File: src/rtl/filter_glb_loader.sv
// ----------------------------------------------------------------------------
// filter_glb_loader
//
// Upstream feeder for one PE. On start it reads a run of `length` filter
// weights from the global buffer (GLB) SRAM beginning at `base_addr`. It packs
// PACK weights per word (lane 0 = earliest weight) and pushes each word into
// the PE filter FIFO. FIFO back-pressure is honoured without dropping or
// duplicating weights. A final partial word has its unused upper lanes zeroed.
//
// Ports
//   clk               clock, single domain
//   reset             asynchronous, active-low reset
//   start             begin a run; sampled only while idle
//   base_addr         first GLB address, latched on start
//   length            weights in the run, latched on start
//   busy              high from the accepted start through the done cycle
//   done              one-cycle pulse once the last word has been pushed
//   glb_rd_en         GLB synchronous read request
//   glb_addr          GLB read address, valid with glb_rd_en (0 otherwise)
//   glb_rd_data       GLB read data, valid one cycle after glb_rd_en
//   filter            packed word presented to the PE filter FIFO
//   push_filter       FIFO write strobe; the word is accepted whenever high
//   filter_fifo_full  PE filter FIFO full
// ----------------------------------------------------------------------------
module filter_glb_loader #(
    parameter int unsigned DATA_WIDTH        = 16,
    parameter int unsigned PACK              = 4,
    parameter int unsigned DATA_WIDTH_FILTER = 64,
    parameter int unsigned ADDR_WIDTH        = 12,
    parameter int unsigned LEN_WIDTH         = 9
) (
    input  logic                         clk,
    input  logic                         reset,
    input  logic                         start,
    input  logic [ADDR_WIDTH-1:0]        base_addr,
    input  logic [LEN_WIDTH-1:0]         length,
    output logic                         busy,
    output logic                         done,
    output logic                         glb_rd_en,
    output logic [ADDR_WIDTH-1:0]        glb_addr,
    input  logic [DATA_WIDTH-1:0]        glb_rd_data,
    output logic [DATA_WIDTH_FILTER-1:0] filter,
    output logic                         push_filter,
    input  logic                         filter_fifo_full
);

    localparam int unsigned LaneW = (PACK > 1) ? $clog2(PACK) : 1;
    localparam logic [LaneW-1:0] LastLane = LaneW'(PACK - 1);

    typedef enum logic [1:0] {
        StIdle,
        StFetch,
        StDrain,
        StDone
    } state_e;

    // ------------------------------------------------------------------
    // State
    // ------------------------------------------------------------------
    state_e                        state_q, state_d;
    logic [ADDR_WIDTH-1:0]         base_q, base_d;
    logic [LEN_WIDTH-1:0]          len_q, len_d;
    logic [LEN_WIDTH-1:0]          issued_q, issued_d;   // reads issued so far
    logic [LaneW-1:0]              ilane_q, ilane_d;     // lane of the next read to issue
    logic                          inflight_q, inflight_d;
    logic [LaneW-1:0]              fl_lane_q, fl_lane_d; // lane of the read in flight
    logic                          fl_flush_q, fl_flush_d; // in-flight read completes a word
    logic [DATA_WIDTH_FILTER-1:0]  pack_q, pack_d;
    logic [DATA_WIDTH_FILTER-1:0]  out_q, out_d;
    logic                          out_valid_q, out_valid_d;

    // ------------------------------------------------------------------
    // Read issue and handshake decode
    // ------------------------------------------------------------------
    logic                          last_rd;
    logic                          completing;
    logic                          out_busy;
    logic                          rd_en;
    logic                          push;
    logic [DATA_WIDTH_FILTER-1:0]  merged;

    assign last_rd    = (issued_q + LEN_WIDTH'(1)) == len_q;
    assign completing = (ilane_q == LastLane) || last_rd;

    // The out register counts as occupied while a word-completing read is
    // still in flight; otherwise a short final word issued right behind a
    // full word would land on top of it.
    assign out_busy   = out_valid_q || (inflight_q && fl_flush_q);

    assign rd_en = (state_q == StFetch) && (issued_q != len_q) && !(completing && out_busy);
    assign push  = out_valid_q && !filter_fifo_full;

    // Drop the returning weight into its lane of the pack register.
    always_comb begin
        merged = pack_q;
        for (int unsigned k = 0; k < PACK; k++) begin
            if (fl_lane_q == LaneW'(k)) begin
                merged[k*DATA_WIDTH +: DATA_WIDTH] = glb_rd_data;
            end
        end
    end

    // ------------------------------------------------------------------
    // Next-state logic
    // ------------------------------------------------------------------
    always_comb begin
        state_d     = state_q;
        base_d      = base_q;
        len_d       = len_q;
        issued_d    = issued_q;
        ilane_d     = ilane_q;
        inflight_d  = rd_en;
        fl_lane_d   = ilane_q;
        fl_flush_d  = rd_en && completing;
        pack_d      = pack_q;
        out_d       = out_q;
        out_valid_d = out_valid_q;

        unique case (state_q)
            StIdle: begin
                if (start) begin
                    base_d   = base_addr;
                    len_d    = length;
                    issued_d = '0;
                    ilane_d  = '0;
                    state_d  = (length == '0) ? StDone : StFetch;
                end
            end
            StFetch: begin
                if (issued_q == len_q) begin
                    state_d = StDrain;
                end
            end
            StDrain: begin
                // The word being pushed this cycle empties the out register.
                if (!inflight_q && (!out_valid_q || push)) begin
                    state_d = StDone;
                end
            end
            StDone: begin
                state_d = StIdle;
            end
            default: begin
                state_d = StIdle;
            end
        endcase

        if (rd_en) begin
            issued_d = issued_q + LEN_WIDTH'(1);
            ilane_d  = completing ? '0 : ilane_q + LaneW'(1);
        end

        if (push) begin
            out_valid_d = 1'b0;
        end

        if (inflight_q) begin
            if (fl_flush_q) begin
                out_d       = merged;
                out_valid_d = 1'b1;
                pack_d      = '0;
            end else begin
                pack_d = merged;
            end
        end
    end

    // ------------------------------------------------------------------
    // State register
    // ------------------------------------------------------------------
    always_ff @(posedge clk or negedge reset) begin
        if (!reset) begin
            state_q     <= StIdle;
            base_q      <= '0;
            len_q       <= '0;
            issued_q    <= '0;
            ilane_q     <= '0;
            inflight_q  <= 1'b0;
            fl_lane_q   <= '0;
            fl_flush_q  <= 1'b0;
            pack_q      <= '0;
            out_q       <= '0;
            out_valid_q <= 1'b0;
        end else begin
            state_q     <= state_d;
            base_q      <= base_d;
            len_q       <= len_d;
            issued_q    <= issued_d;
            ilane_q     <= ilane_d;
            inflight_q  <= inflight_d;
            fl_lane_q   <= fl_lane_d;
            fl_flush_q  <= fl_flush_d;
            pack_q      <= pack_d;
            out_q       <= out_d;
            out_valid_q <= out_valid_d;
        end
    end

    // ------------------------------------------------------------------
    // Outputs
    // ------------------------------------------------------------------
    assign busy        = (state_q != StIdle);
    assign done        = (state_q == StDone);
    assign glb_rd_en   = rd_en;
    assign glb_addr    = rd_en ? (base_q + ADDR_WIDTH'(issued_q)) : '0;
    assign filter      = out_q;
    assign push_filter = push;

endmodule

File: config.mk
export PLATFORM = sky130hd
export DESIGN_NAME = filter_glb_loader
export DESIGN_NICKNAME = d
export VERILOG_FILES = /design/src/rtl/filter_glb_loader.sv
export SDC_FILE = /design/constraint.sdc
export NUM_CORES = 1
export LEC_CHECK = 0
export ABC_AREA = 1
export CAP_MARGIN = 10
export CORE_MARGIN = 1
export CORE_UTILIZATION = 58
export DETAILED_ROUTE_END_ITERATION = 10
export HOLD_SLACK_MARGIN = 0.12
export PLACE_DENSITY = 0.9
export RECOVER_POWER = 50
export SYNTH_ARGS = -nofsm -noshare
export SYNTH_HDL_FRONTEND = slang
export SYNTH_SLANG_ARGS = --single-unit
File: constraint.sdc
create_clock -name clk -period 6.8 [get_ports clk]
set_clock_uncertainty 0.05 [all_clocks]
set_input_delay 1.7 -clock clk [delete_from_list [all_inputs] [get_ports clk]]
set_output_delay 1.7 -clock clk [all_outputs]
set_load 0.005 [all_outputs]
# Word-level counts from Yosys, hierarchy flattened
# Cells that the tools add are included.
[totals]
ff_bits = 167
output_inout_bits = 80
wordCells = 72
[classes]
n_addsub = 3
n_eq_ne = 13
mux = 21
n_reduce_logical = 24
[op_table]
columns = ["cell", "count"]
rows = [
  ["16-bit two-way mux", 4],
  ["64-bit two-way mux", 1],
  ["9-bit two-way mux", 3],
  ["9-bit == test", 2],
  ["2-bit two-way mux", 8],
  ["12-bit by 9-bit adder with 12-bit output", 1],
  ["12-bit two-way mux", 1],
  ["2-bit == test, second input constant", 5],
  ["9-bit by 1-bit adder with 9-bit output, second input constant", 1],
  ["9-bit zero test", 1],
  ["9-bit != test", 1],
  ["2-bit one-hot mux with 4 select lines", 1],
  ["1-bit logical AND", 7],
  ["2-bit AND reduction", 3],
  ["2-bit nonzero test", 3],
  ["2-bit by 1-bit == test with 1-bit output, second input constant", 2],
  ["1-bit zero test", 4],
  ["2-bit zero test", 2],
  ["2-bit != test, second input constant", 2],
  ["1-bit logical OR", 3],
  ["1-bit two-way mux", 3],
  ["3-bit AND reduction", 1],
  ["2-bit by 1-bit adder with 2-bit output, second input constant", 1],
  ["2-bit by 1-bit != test with 1-bit output, second input constant", 1],
]

# Depth between registers and ports, before layout
# Gate-level depths: netlist of the first run.
[logic_depth]
ltp_word = 8
ltp_mapped = 15
ltp_nobuf = 14

# Least setup slack after synthesis of the first run
# Ideal clock, no wire load.
[synth_path]
path_kind = "input to output"
start = "in filter_fifo_full"
end = "out push_filter"
t_arrival_ps = 1806
required_ps = 5050
path_slack_ps = 3244
cell_stages = 1
n_path_buf = 0
path_cell_list = "nor2_1"
[synth_between]
elab_chain_cells = 2
[synth_lines]
columns = ["item", "line_no", "text"]
rows = [
  ["start: declaration", "44", "input logic filter_fifo_full"],
  ["1-bit zero test", "91", "assign push = out_valid_q && !filter_fifo_full;"],
  ["1-bit logical AND", "91", ""],
  ["end: declaration", "43", "output logic push_filter,"],
]
# Every way passes these cells.

# Worst setup path after layout of the first run
[layout_path]
start = "reg issued_q[1]"
end = "out glb_addr[6]"
[layout_between]
elab_chain_cells = 7
word_cells_on_any_way = 10
cone_classes = "add/sub (2); eq/ne (2); mux (1); reduce/logical (5)"
[layout_lines]
columns = ["item", "line_no", "text"]
rows = [
  ["start: declaration", "63", "logic [LEN_WIDTH-1:0] issued_q, issued_d;"],
  ["start signal: assignment", "188", "issued_q <= issued_d;"],
  ["9-bit by 1-bit adder with 9-bit output", "82", "assign last_rd = (issued_q + LEN_WIDTH'(1)) == len_q;"],
  ["9-bit == test", "82", ""],
  ["1-bit logical OR", "83", "assign completing = (ilane_q == LastLane) || last_rd;"],
  ["1-bit logical AND", "90", "assign rd_en = (state_q == StFetch) && (issued_q != len_q) && !(completing && out_busy);"],
  ["1-bit zero test", "90", ""],
  ["1-bit logical AND", "90", ""],
  ["12-bit two-way mux *", "205", "assign glb_addr = rd_en ? (base_q + ADDR_WIDTH'(issued_q)) : '0;"],
  ["end: declaration", "40", "output logic [ADDR_WIDTH-1:0] glb_addr,"],
]
# Mark *: on every way between the ends. The rest lies on a longest branch, timed or not.

==> run_results.csv, run 1 <==
group,metric,value,unit
drt,drtIter0Drc,692,
sta,setup_ws,1.53,ns
clock_tree,cts_hold_buf,0,
logic_synthesis,synth_enable_flop_cells,0,
clock_tree,clkSlewWorstSetupHoldPaths,0.06,ns
grt,grt_use_total,29.1,%
finish,n_antenna_cell,0,
finish,fillCellCount,851,
logic_synthesis,netlist_instances,874,
pwr,p_leak,4.63,nW
drt,wl,18700,µm
logic_synthesis,avgSynthCellArea,8.81,µm²
logic_synthesis,ys_types,36,
die,start_util,60.3,%
grt,antenna_found_initial,0,
worst_hold_path,hold_path_class,"flop to flop",
sta,tightest_slew,4.51,ns
status,status,"finished with violations",
clock_tree,clockRootBuffer,"clkbuf_16",
placed_design,hpwl,11900,µm
grt,grt_max_degree,130,
grt,grt_pass1_wl,29700,µm
sta,hold_viol,0,
sta,setup_viol,0,
finish,final_common_cell,"nand2_1",
drt,vias,6519,
clock_tree,clock-sinks,167,
worst_setup_path,start_kind,"flop",
drt,antenna_left,0,
die,ios,121,
worst_setup_path,crit_fanout,15,
pwr,max-vdd-ir-drop,341,µV
grt,gr-total-overflow,0,
worst_setup_path,slowest_delay,0.55,ns
logic_synthesis,postSynth.asyncResetShare,100,%
logic_synthesis,synthFlopType,"dfrtp_1",
clock_tree,clock_latency,0.43,ns
logic_synthesis,synth_seq_cells,167,
logic_synthesis,syn_area,7700,µm²
sta,final-max-slew-violation-count,276,
die,die-area,13700,µm²
finish,multi_input_area,2940,µm²
job,maxCapViolations,3,
status,violations,"max-capacitance violations, max-slew violations",
clock_tree,htree_levels,4,
finish,syn2layout_area_growth,24.0,%
clock_tree,cts_setup_buffers,0,
drt,post-route-drc-count,0,
worst_setup_path,startpoint,"issued_q[1]",
finish,regArea,4180,µm²
sta,slew_headroom,-201,%
worst_setup_path,cp_cell_sequence,"ha_1 > nand3_2 > inv_2 > nand3_1 > nand2_1 > nand2_1 > nand2_1 > nor2_1 > nand2_2 > nand3_2 > nand2_1 > inv_2 > nor2_1 > clkdlybuf4s50_1",
worst_setup_path,arrival,3.52,ns
worst_setup_path,r2r-start,"inflight_q",
pwr,power.density,536,nW/µm²
sta,max_freq,190,MHz
die,core_area,12800,µm²
drt,vias_per_cell,5.64,
clock_tree,cts_tree,"yes",
die,fp-row-count,41,
die,die_w,117,µm
sta,rsz0062_at_grt,"false",
clock_tree,cts-resized-gates,0,
clock_tree,numCtsBuffers,17,
placed_design,io_buffers,120,
sta,tns,0,ns
worst_setup_path,crit_top_cell,"nand2_1",
clock_tree,cts_buffer_depth,2,
placed_design,place_ws,2.31,ns
die,fp.dieH,117,µm
sta,fin_crit_sh,77.6,%
worst_hold_path,hold_start,"fl_lane_d[1]",
logic_synthesis,yosysSeqAreaShare,54.3,%
drt,drt_pass1_iterations,5,
finish,layout-drive-gt1-share,6.71,%
grt,grt_pass1_vias,6123,
placed_design,gp_congestion,0.927,
worst_setup_path,end_kind,"output port",
worst_setup_path,required,5.05,ns
logic_synthesis,syn-num-nets,932,
worst_setup_path,crit_type,"flop to output port",
drt,wl_per_cell,16.2,µm
finish,layout_common_cells,"197 x nand2_1, 166 x dfrtp_1, 118 x o21ai_0",
worst_setup_path,worst_path_max_delay_cell,"nand2_1",
logic_synthesis,ys_warn_count,0,
sta,min_period,5.27,ns
finish,nets,1029,
[layout make-up]
type                    instances  share of cell area (%)
well taps                     172                    2.25
multi-input cells             558                    30.8
clock inverters                 9                   0.970
inverters                     101                    3.97
flip-flops and latches        167                    43.8
clock buffers                  23                    5.22
repair buffers                126                    13.0
[registers in the layout (all words and copies together), names as in the netlist]
| signal | count |
|---|---|
| state_q | 2 |
| fl_lane_d | 2 |
| out_valid_q | 1 |
| pack_q | 64 |
| filter | 64 |
| fl_flush_q | 1 |
| fl_lane_q | 2 |
| issued_q | 9 |
| base_q | 12 |
| inflight_q | 1 |
| len_q | 9 |
[worst paths after layout]
kind                                      to  slack, ns  cells after the start
worst max-delay path             glb_addr[6]       1.53                     14
worst min-delay path            fl_lane_q[1]       0.38                      0
worst max register to register    filter[12]       1.69                      4
worst min register to register  fl_lane_q[1]       0.38                      0
max in group asynchronous         inflight_q       2.78                      2
min in group asynchronous         filter[39]       2.00                      1
[cells in the mapped netlist (7+ instances only)]
master | count | area (µm²)
nand3_1 | 10 | 50.1
dfrtp_1 | 167 | 4180
clkbuf_1 | 41 | 154
o22ai_1 | 65 | 407
nand2_1 | 196 | 736
mux2_2 | 16 | 180
xor2_1 | 11 | 96.3
a21oi_1 | 28 | 140
xnor2_1 | 7 | 61.3
nor2_1 | 51 | 191
nand4_1 | 16 | 100
ha_1 | 16 | 200
o21ai_0 | 117 | 586
inv_1 | 98 | 368
[through the flow]
stage | std cells | total power [mW] | cell area (µm²) | utilization, % | hold slack [ns]
finish | 1156 | 5.12 | 9550 | 74.7 | 0.382
global placement | 1123 | 4.02 | 8970 | 70.2 | 0.348
detailed placement | 1123 | 4.12 | 8970 | 70.2 | 0.365
floorplan | 874 | 3.16 | 7700 | - | 0.328
CTS | 1155 | 5.11 | 9560 | 74.8 | 0.377
global route | 1156 | 5.51 | 9550 | 74.7 | 0.399
[kinds of logic (layout without fill, tap and decap cells)]
logic type                 Yosys count  after routing  share of synthesized area (%)
xor gates and xnor gates            18             18                           2.05
DFF                                167            167                           54.3
muxes                               16             16                           2.34
AOI/OAI and AO/OA                  220            220                           15.6
buffers and inverters              149            259                           7.43
adders and majority gates           17             17                           2.86
and+or+nand+nor                    287            287                           15.4
[layer usage]
layer  vias to the layer above  share of wire (%)  GRT usage (%)  wire length (µm)
met5                         -                  0              0                 0
met4                         0                4.5           15.0               832
met3                        57                7.3           6.44              1370
met2                       264                 49           48.2              9110
met1                      3109                 39           35.9              7370
li1                       3089                  -              -                 -
[worst max-delay path, delay by kind of cell (launching register included)]
| kind | cells | cell delay, ns |
|---|---|---|
| DFF | 1 | 0.50 |
| adders and majority gates | 1 | 0.26 |
| and+or+nand+nor | 10 | 1.51 |
| buffers and inverters | 3 | 0.83 |
[power by group]
group	switching [mW]	leakage [nW]	internal, mW
clock network	0.388	0.270	0.553
registers	0.286	1.98	1.48
logic	1.29	2.38	1.12
total	1.96	4.63	3.16
(Power assumes the default switching activity.)
==> run 2: changes to the inputs <==
--- a/config.mk
+++ b/config.mk
@@ -8,10 +8,10 @@
 export ABC_AREA = 1
 export CAP_MARGIN = 10
 export CORE_MARGIN = 1
-export CORE_UTILIZATION = 58
+export CORE_UTILIZATION = 49
 export DETAILED_ROUTE_END_ITERATION = 10
 export HOLD_SLACK_MARGIN = 0.12
-export PLACE_DENSITY = 0.9
+export PLACE_DENSITY = 0.82
 export RECOVER_POWER = 50
 export SYNTH_ARGS = -nofsm -noshare
 export SYNTH_HDL_FRONTEND = slang
==> constraint.sdc (replaced) <==
create_clock -name clk -period 4.7 [get_ports clk]
set_clock_uncertainty 0.05 [all_clocks]
set_input_delay 1.175 -clock clk [delete_from_list [all_inputs] [get_ports clk]]
set_output_delay 1.175 -clock clk [all_outputs]
set_load 0.005 [all_outputs]
==> run 2 against run 1 <==
Net effect:
- the run still ends with max-capacitance violations, max-slew violations left
- global-route usage decreased by 5.0 points
- flip-flop and latch count unchanged
- final cell count increased by 3.5%
- sequential power increased by 44%
- critical path type unchanged
- core utilization decreased by 12 points
- first-iteration DRC count decreased by 28%
- sequential share of layout area decreased by 0.30 points
- wire length decreased by 0.23%
- clock power increased by 50%
- critical path depth unchanged
- worst setup slack got worse by 1.2 ns
==> run_results.csv, run 2 (same netlist as run 1, synthesis figures left out) <==
group,metric,value,unit
status,status,"finished with violations",
status,violations,"max-capacitance violations, max-slew violations",
pwr,pwr-share-comb,46.5,%
drt,post-route-drc-count,0,
sta,tns,0,ns
finish,n_antenna_cell,0,
sta,setup_ws,0.301,ns
drt,vias,6354,
clock_tree,clock-sinks,167,
sta,rsz0062_at_grt,"false",
die,start_util,50.4,%
sta,slew_headroom,-46.1,%
worst_setup_path,required,3.47,ns
placed_design,gp_congestion,0.903,
drt,wl,18600,µm
job,maxCapViolations,4,
worst_setup_path,end_kind,"output port",
finish,layout-drive-gt1-share,6.90,%
clock_tree,clockRootBuffer,"clkbuf_16",
drt,wl_per_cell,15.6,µm
grt,grt_pass1_wl,30100,µm
clock_tree,clkSlewWorstSetupHoldPaths,0.07,ns
finish,final_common_cell,"nand2_1",
die,fp.dieH,127,µm
clock_tree,cts_buffer_depth,2,
drt,vias_per_cell,5.31,
sta,min_period,4.40,ns
worst_setup_path,crit_type,"flop to output port",
grt,grt_pass1_vias,5954,
sta,tightest_slew,2.19,ns
clock_tree,cts_tree,"yes",
placed_design,io_buffers,120,
sta,hold_viol,0,
pwr,intPower,4.57,mW
die,die-area,16200,µm²
pwr,power_frac_clock,19.1,%
pwr,max-vdd-ir-drop,466,µV
die,die_w,127,µm
clock_tree,clock_latency,0.43,ns
placed_design,hpwl,12100,µm
clock_tree,numCtsBuffers,17,
clock_tree,htree_levels,4,
worst_setup_path,start_kind,"flop",
die,fp-row-count,45,
sta,whs,0.365,ns
die,ios,121,
finish,syn2layout_area_growth,24.9,%
sta,setup_viol,0,
finish,layout_common_cells,"196 x nand2_1, 166 x dfrtp_1, 118 x clkdlybuf4s50_1",
drt,drtIter0Drc,498,
clock_tree,cts-resized-gates,0,
pwr,power.density,770,nW/µm²
sta,fin_crit_sh,93.6,%
placed_design,place_area,9040,µm²
drt,drt_pass1_iterations,6,
clock_tree,cts_hold_buf,0,
worst_hold_path,hold_path_class,"flop to flop",
grt,grt_use_total,24.0,%
sta,final-max-slew-violation-count,279,
worst_setup_path,crit_fanout,15,
placed_design,place_ws,0.764,ns
pwr,p_leak,4.65,nW
worst_setup_path,reg2reg_depth,3,
worst_hold_path,holdPathStages,0,
finish,nets,1031,
grt,grt_max_degree,130,
finish,fin_area,9610,µm²
die,core_area,15300,µm²
pwr,switching_share,38.2,%
finish,final_core_util,63.0,%
grt,antenna_found_initial,0,
pwr,switching_power,2.83,mW
worst_setup_path,arrival,3.17,ns
clock_tree,cts_setup_buffers,0,
sta,max_freq,227,MHz
drt,antenna_left,0,
grt,gr-total-overflow,0,
pwr,p_seq_share,34.4,%
-- run 2: cell count changes in the layout (fill, tap and decap cells not counted), moves of 4 or more --
cell	previous run	this run
clkbuf_8	5	1
clkdlybuf4s50_1	102	118
clkinvlp_4	6	2
dlygate4sd3_1	17	1
inv_6	0	5
-- run 2: per-layer routing --
metal | GRT usage (%) | vias to the layer above | wire [µm]
met3 | 5.44 | 26 | 1090
met2 | 38.0 | 211 | 8800
li1 | - | 3080 | -
met4 | 8.33 | 0 | 401
met5 | 0 | - | 0
met1 | 32.8 | 3037 | 8340
-- run 2: power by group through the flow --
stage / Combinational (mW) / Clock (mW) / Sequential (mW)
after global routing: 3.88 / 1.49 / 2.62
after CTS: 3.46 / 1.43 / 2.54
after global placement: 3.33 / 0 / 2.54
after floorplan: 2.09 / 0 / 2.48
final: 3.44 / 1.41 / 2.55
after detailed placement: 3.43 / 0 / 2.56
-- run 2: final cells by class --
cell class / count / area (µm²)
clock buffers: 18 / 439
flip-flops and latches: 167 / 4180
multi-input cells: 558 / 2950
repair buffers: 128 / 1240
well taps: 211 / 264
inverters: 101 / 379
fillers: 1257 / 5650
clock inverters: 13 / 160
-- run 2: worst paths after layout --
check                        startpoint  slack [ns]            to
setup / recovery            issued_q[1]        0.30   glb_addr[6]
hold / removal             fl_lane_d[1]        0.37  fl_lane_q[1]
setup reg to reg             inflight_q        1.97    filter[51]
hold reg to reg            fl_lane_d[1]        0.37  fl_lane_q[1]
max in group asynchronous         reset        0.82    inflight_q
min in group asynchronous         reset        1.33    filter[43]
-- run 2: critical path, stage by stage, from the launching register on --
cell	delay (ns)
dfrtp_1	0.49
ha_1	0.27
nand3_2	0.14
inv_2	0.11
nand3_1	0.06
nand2_1	0.11
nand2_1	0.05
nand2_1	0.06
nor2_1	0.04
nand2_2	0.09
nand3_2	0.27
nand2_4	0.30
inv_2	0.13
nor2_1	0.12
clkdlybuf4s50_1	0.51
-- run 2: through the flow --
step | std cells | total power, mW
after global placement | 1165 | 5.88
after CTS | 1196 | 7.43
after floorplan | 874 | 4.57
final | 1196 | 7.40
after detailed placement | 1165 | 5.99
after global routing | 1196 | 7.98
==> run 3: changes to the inputs <==
--- a/config.mk
+++ b/config.mk
@@ -9,6 +9,7 @@
 export CAP_MARGIN = 10
 export CORE_MARGIN = 1
 export CORE_UTILIZATION = 49
+export CTS_CLUSTER_DIAMETER = 100
 export DETAILED_ROUTE_END_ITERATION = 10
 export HOLD_SLACK_MARGIN = 0.12
 export PLACE_DENSITY = 0.82
==> results of run 3 <==
The final DEF is identical to that of run 2; final timing and power are the same.
